### config.mk
export PLATFORM = sky130hd
export DESIGN_NAME = ex_mem_reg
export DESIGN_NICKNAME = d
export VERILOG_FILES = /design/src/rtl/ex_mem_reg.sv
export SDC_FILE = /design/constraint.sdc
export NUM_CORES = 1
export LEC_CHECK = 0
export ABC_AREA = 1
export ABC_CLOCK_PERIOD_IN_PS = 1000
export BUFFER_PORTS_ARGS = -buffer_cell sky130_fd_sc_hd__buf_2
export CELL_PAD_IN_SITES_DETAIL_PLACEMENT = 1
export CELL_PAD_IN_SITES_GLOBAL_PLACEMENT = 2
export CORE_ASPECT_RATIO = 0.7
export CORE_UTILIZATION = 22
export DETAILED_ROUTE_END_ITERATION = 8
export PLACE_DENSITY_LB_ADDON = 0.1
export SYNTH_ARGS = -nofsm -noshare
export SYNTH_HDL_FRONTEND = slang
export SYNTH_SLANG_ARGS = --single-unit
### constraint.sdc
create_clock -name clk -period 1 [get_ports clk]
set_input_delay 0 -clock clk [delete_from_list [all_inputs] [get_ports clk]]
set_output_delay 0 -clock clk [all_outputs]
set_load 0.02 [all_outputs]
### src/rtl/ex_mem_reg.sv
// ----------------------------------------------------------------------------
// ex_mem_reg
//   EX->MEM pipeline register of the 5-stage MIPS core. It carries the GPR
//   write and the HI/LO write from EX into MEM and applies the control
//   unit's stall and flush requests.
//
//   A two-cycle madd/msub that is stalled in EX needs somewhere to keep its
//   partial 64-bit product and its cycle count. This register holds them
//   while EX is stalled and returns them to EX on the following cycle.
//
// Ports
//   clk, rst_n       rising-edge clock; synchronous active-low reset
//   stall            per-stage stall vector (bit k = stage k held;
//                    0 PC, 1 IF, 2 ID, 3 EX, 4 MEM, 5 WB)
//   flush            squashes the in-flight result (exception / branch)
//   ex_*             EX-stage results: GPR addr/data/en, HI/LO/wen,
//                    madd/msub partial product and cycle count
//   mem_*            registered results to MEM; mem_valid = 0 is a bubble
//   hilo_temp_out    parked madd/msub partial product returned to EX
//   cnt_out          parked madd/msub cycle count returned to EX
// ----------------------------------------------------------------------------
module ex_mem_reg #(
    parameter int REG_ADDR_WIDTH = 5,
    parameter int REG_DATA_WIDTH = 32,
    parameter int STALL_WIDTH    = 6
) (
    input  logic                        clk,
    input  logic                        rst_n,
    input  logic [STALL_WIDTH-1:0]      stall,
    input  logic                        flush,
    input  logic [REG_ADDR_WIDTH-1:0]   ex_w_reg_addr,
    input  logic [REG_DATA_WIDTH-1:0]   ex_w_reg_data,
    input  logic                        ex_w_reg_en,
    input  logic [REG_DATA_WIDTH-1:0]   ex_hi,
    input  logic [REG_DATA_WIDTH-1:0]   ex_lo,
    input  logic                        ex_hilo_wen,
    input  logic [2*REG_DATA_WIDTH-1:0] ex_hilo_temp,
    input  logic [1:0]                  ex_cnt,
    output logic [REG_ADDR_WIDTH-1:0]   mem_w_reg_addr,
    output logic [REG_DATA_WIDTH-1:0]   mem_w_reg_data,
    output logic                        mem_w_reg_en,
    output logic [REG_DATA_WIDTH-1:0]   mem_hi,
    output logic [REG_DATA_WIDTH-1:0]   mem_lo,
    output logic                        mem_hilo_wen,
    output logic                        mem_valid,
    output logic [2*REG_DATA_WIDTH-1:0] hilo_temp_out,
    output logic [1:0]                  cnt_out
);

    typedef enum logic [1:0] {
        MODE_ADVANCE,   // EX moves on: capture its result
        MODE_BUBBLE,    // EX held, MEM free: insert a bubble, park madd/msub state
        MODE_HOLD       // MEM held: keep everything
    } mode_t;

    mode_t mode;

    // Only the EX and MEM bits of the stall vector affect this stage.
    // The other bits are reduced into a single sink signal that nothing reads.
    logic unused_stall;
    assign unused_stall = ^{stall[STALL_WIDTH-1:5], stall[2:0]};

    // NOTE: every variable written in always_comb gets a default first so
    // that no path leaves it unassigned; otherwise a latch would be inferred.
    always_comb begin
        mode = MODE_HOLD;
        if (!stall[3] && !stall[4]) begin
            mode = MODE_ADVANCE;
        end else if (stall[3] && !stall[4]) begin
            mode = MODE_BUBBLE;
        end
        // If EX advances while MEM is stalled (S3=0, S4=1), control has made
        // an error. Treating it as HOLD means the stalled MEM instruction is
        // not overwritten.
    end

    // NOTE: state registers use non-blocking assignments so that all flops
    // sample their inputs from the same edge, regardless of statement order.
    always_ff @(posedge clk) begin
        if (!rst_n || flush) begin
            // Reset and flush clear the same state. A flush also drops any
            // parked madd/msub, so EX restarts that instruction from cnt=0.
            mem_w_reg_addr <= '0;
            mem_w_reg_data <= '0;
            mem_w_reg_en   <= 1'b0;
            mem_hi         <= '0;
            mem_lo         <= '0;
            mem_hilo_wen   <= 1'b0;
            mem_valid      <= 1'b0;
            hilo_temp_out  <= '0;
            cnt_out        <= '0;
        end else begin
            unique case (mode)
                MODE_ADVANCE: begin
                    mem_w_reg_addr <= ex_w_reg_addr;
                    mem_w_reg_data <= ex_w_reg_data;
                    mem_w_reg_en   <= ex_w_reg_en;
                    mem_hi         <= ex_hi;
                    mem_lo         <= ex_lo;
                    mem_hilo_wen   <= ex_hilo_wen;
                    mem_valid      <= 1'b1;
                    hilo_temp_out  <= '0;
                    cnt_out        <= '0;
                end
                MODE_BUBBLE: begin
                    // A bubble never writes, whatever EX is currently driving.
                    mem_w_reg_addr <= '0;
                    mem_w_reg_data <= '0;
                    mem_w_reg_en   <= 1'b0;
                    mem_hi         <= '0;
                    mem_lo         <= '0;
                    mem_hilo_wen   <= 1'b0;
                    mem_valid      <= 1'b0;
                    // Plain copy of the madd/msub state. An ex_cnt of 3 is
                    // passed through unchanged.
                    hilo_temp_out  <= ex_hilo_temp;
                    cnt_out        <= ex_cnt;
                end
                default: begin
                    // HOLD: all outputs keep their values. The illegal
                    // combination EX-advance/MEM-stall also lands here.
                    assert (stall[3]);
                end
            endcase
        end
    end

endmodule

==> implementation parameters <==
Parameter                              Value

Place
  RD Place Congestion    0.720
  Setup WS pre-CTS    0.0337 ns
  Number of instances in the placed design    1,410
  Port Buffer Count    343
  HPWL after DPL    16.5 mm

Synthesis
  Net count after synthesis    923
  Dominant combinational cell family by area after synthesis    simple AND/OR/NAND/NOR gates
  Simple-gate share of the synthesized area    23.0%
  Synth warnings    0
  Compound-gate portion of the synthesized area    14.3%
  Sequential area share after synthesis    57.0%
  Count of mapped cells out of synthesis    745
  Ranking of synthesized cells by area    dfxtp_1, nand2_1, a21oi_1
  Top-area cell type share of the netlist area    57.0%
  Synthesized-area fraction occupied by adder cells    0%
  Syn Area/Cell    8.01 um^2
  XOR/XNOR Fraction of Synth Area    0%
  FF+latch count, synth    170
  Number of distinct standard cells referenced by the synthesized netlist    13
  Library cell with the largest summed area after synthesis    dfxtp_1
  Mapped Area    5970 um^2
  Mux cell area share after synthesis    0%

Finish
  Filler cells    3,290
  Area growth from synthesis to layout    75.2%
  Number of antenna diodes    0
  Post-layout utilization of the core    39.1%
  Total Nets Final    1,412
  Cell Count, Final, Fillers Out    1,609
  Share of cells above drive strength 1    31.8%

Worst setup path
  Reg2Reg Setup Slack    0.38 ns
  End of the critical path    hilo_temp_out[5]
  Startpoint of the worst setup timing path    hilo_temp_out[5]
  RR Endpoint    hilo_temp_out[59]
  CP max-delay cell    dfxtp_1
  Path depth of the worst reg2reg path    2
  Critical path buffer and inverter count    1
  Critical Path AT    0.95 ns
  Logic depth of the worst setup path including buffers    1
  Maximum fanout count along the critical path    2
  Cell Chain, Critical Path    buf_2
  Largest stage delay on the critical path    0.35 ns
  Nature of the critical path startpoint    flop
  Nature of the critical path endpoint    output port
  Kind of cell adding the most delay to the critical path    flip-flops
  Category of the critical setup timing path    flop to output port
  Launching point of the worst reg2reg path    hilo_temp_out[59]
  Endpoint required time on the critical path    1.00 ns

STA
  Aggregate negative setup slack    0 ns
  Portion of the clock cycle consumed by the worst path in the final layout    about 95%
  Setup-failing EPs final    0
  Worst slew margin relative to its limit    67.7%
  Tightest Pin Transition    0.484 ns
  Hold Violations, Final    0
  Final min period    0.954 ns
  Final Max Tran Viols    0
  Worst-case clock skew    0 ns
  RSZ-0062 raised after global routing    false
  Minimum setup slack in the final design    0.0458 ns
  Highest Clock Rate    1050 MHz

Clock network
  Number of levels the H-tree was split into    4
  Post-CTS setup-driven buffer insertion count    0
  Clock transition time at the flip-flop clock pins of the worst setup and hold paths    0.07 ns
  Number of clock buffers inserted by TritonCTS    17
  Clock latency on the worst-skew pair    0.43 ns
  Clock tree from TritonCTS    built
  Sinks on the clock net    170
  Library cell used as clock root buffer    clkbuf_16
  Deepest clock path buffer count    2

Global routing
  First-pass GRT wire length    37.8 mm
  Vias in the first global route    6,947
  GRT overflow    0
  Largest net degree at the start of global routing    68
  GRT Overall Usage    17.5%
  Initial antenna violation count    0

Status
  Outcome    finished, final reports clean

Floorplan
  I/O pin count    348
  Std-Cell Core Area    26,700 um^2
  Initial standard-cell utilization of the core    between 20% and 30%
  Die Wd    199 um
  Die Footprint    27,800 um^2
  Chip height    around 140 um
  Cell Rows    50

Detailed routing
  Average vias per placed instance    between 4 and 5
  First-iteration detailed-routing DRC count    154
  Count of nets left with antenna violations after detail routing    0
  Wire length after detailed routing    approximately 24 mm
  Post-DR wirelength/cell    15.2 um
  Total number of vias    a little under 7k
  DRC Markers    0
  Number of iterations in the first detailed-routing pass    4

Pwr
  Leak Pwr    0.00458 uW
  Worst vdd ir    1090 uV
  Power density relative to cell area    roughly 1500 nW/um^2

Min path
  Classification of the worst-slack hold path    primary input to flop

Flow run
  Total of max-cap violations    0
## power by group
part	switching [uW]	internal (uW)
sequential	63.3	6910
clock	2770	4170
combinational	992	998
## through the flow
step / cell area, um^2 / hold WS, ns / total power (uW)
CTS: 10400 / 0.00333 / 16200
detailed placement: 8110 / 0.257 / 8590
global placement: 8110 / 0.253 / 8590
floorplan: 5970 / 0.143 / 7840
global route: 10500 / 0.0170 / 16600
finish: 10500 / 0.0152 / 15900
## sequential cells by signal (all words and copies together) (netlist names)
signal          count
cnt_out             2
mem_w_reg_data     32
mem_hilo_wen        1
mem_valid           1
mem_w_reg_addr      5
hilo_temp_out      64
mem_w_reg_en        1
mem_hi             32
mem_lo             32
## cells in the mapped netlist (all sizes together)
master and number:
a21oi 170, nand2 273, nor2 2, nand3 66, clkbuf 18, dfxtp 170, inv 2, buf 44
## repair_timing
| item | in CTS | in global routing |
|---|---|---|
| gates resized for setup | 0 | 31 |
| endpoints found under the setup margin | 0 | 20 |
| hold endpoints to repair | 169 | 0 |
| hold buffers | 169 | 0 |
## cells by family after synthesis
logic type      count (synthesis)
simple gates                  341
buf+inv                        64
flops                         170
compound gates                170
## layout make-up
class / count / area, um^2 / share of cell area (%)
Timing Repair Buffer: 532 / 3750 / 35.9
Sequential cell: 170 / 3410 / 32.6
Multi-Input combinational cell: 511 / 2230 / 21.3
Tap cell: 364 / 455 / 4.36
Clock inverter: 7 / 115 / 1.10
Clock buffer: 23 / 488 / 4.67
Inverter: 2 / 7.51 / 0.0718
## worst register-to-register path: stages, from the launching register on
cell and delay (ns):
dfxtp_1 0.33, nand2_1 0.06, a21oi_1 0.17
## layout by cell type, fill, tap and decap left out, drive strengths merged
cell type,instances
bufinv,3
clkinv,2
nand3,66
clkbuf,24
nor2,2
dlygate4sd3,169
a21oi,170
buf,362
dfxtp,170
nand2,273
inv,2
clkinvlp,2
## worst min-delay path by stage
| stage | from | to | slack (ns) | cells past startpoint |
|---|---|---|---|---|
| final | rst_n | mem_w_reg_data[28] | 0.02 | 3 |
| after global placement | ex_w_reg_data[1] | mem_w_reg_data[1] | 0.25 | 3 |
| after floorplan | ex_hi[0] | mem_hi[0] | 0.14 | 2 |
| after global routing | rst_n | mem_w_reg_data[27] | 0.02 | 3 |
| after detailed placement | ex_hi[30] | mem_hi[30] | 0.26 | 3 |
| after CTS | rst_n | mem_w_reg_data[28] | 0.003 | 3 |
## routing by layer
| metal | vias to the layer above | wire length (um) | global-route usage (%) |
|---|---|---|---|
| met5 | - | 0 | 0 |
| li1 | 3408 | - | - |
| met3 | 19 | 1740 | 6.23 |
| met2 | 170 | 11500 | 28.3 |
| met1 | 3177 | 11000 | 21.7 |
| met4 | 0 | 273 | 4.90 |
Power figures use the tool's default switching activity.
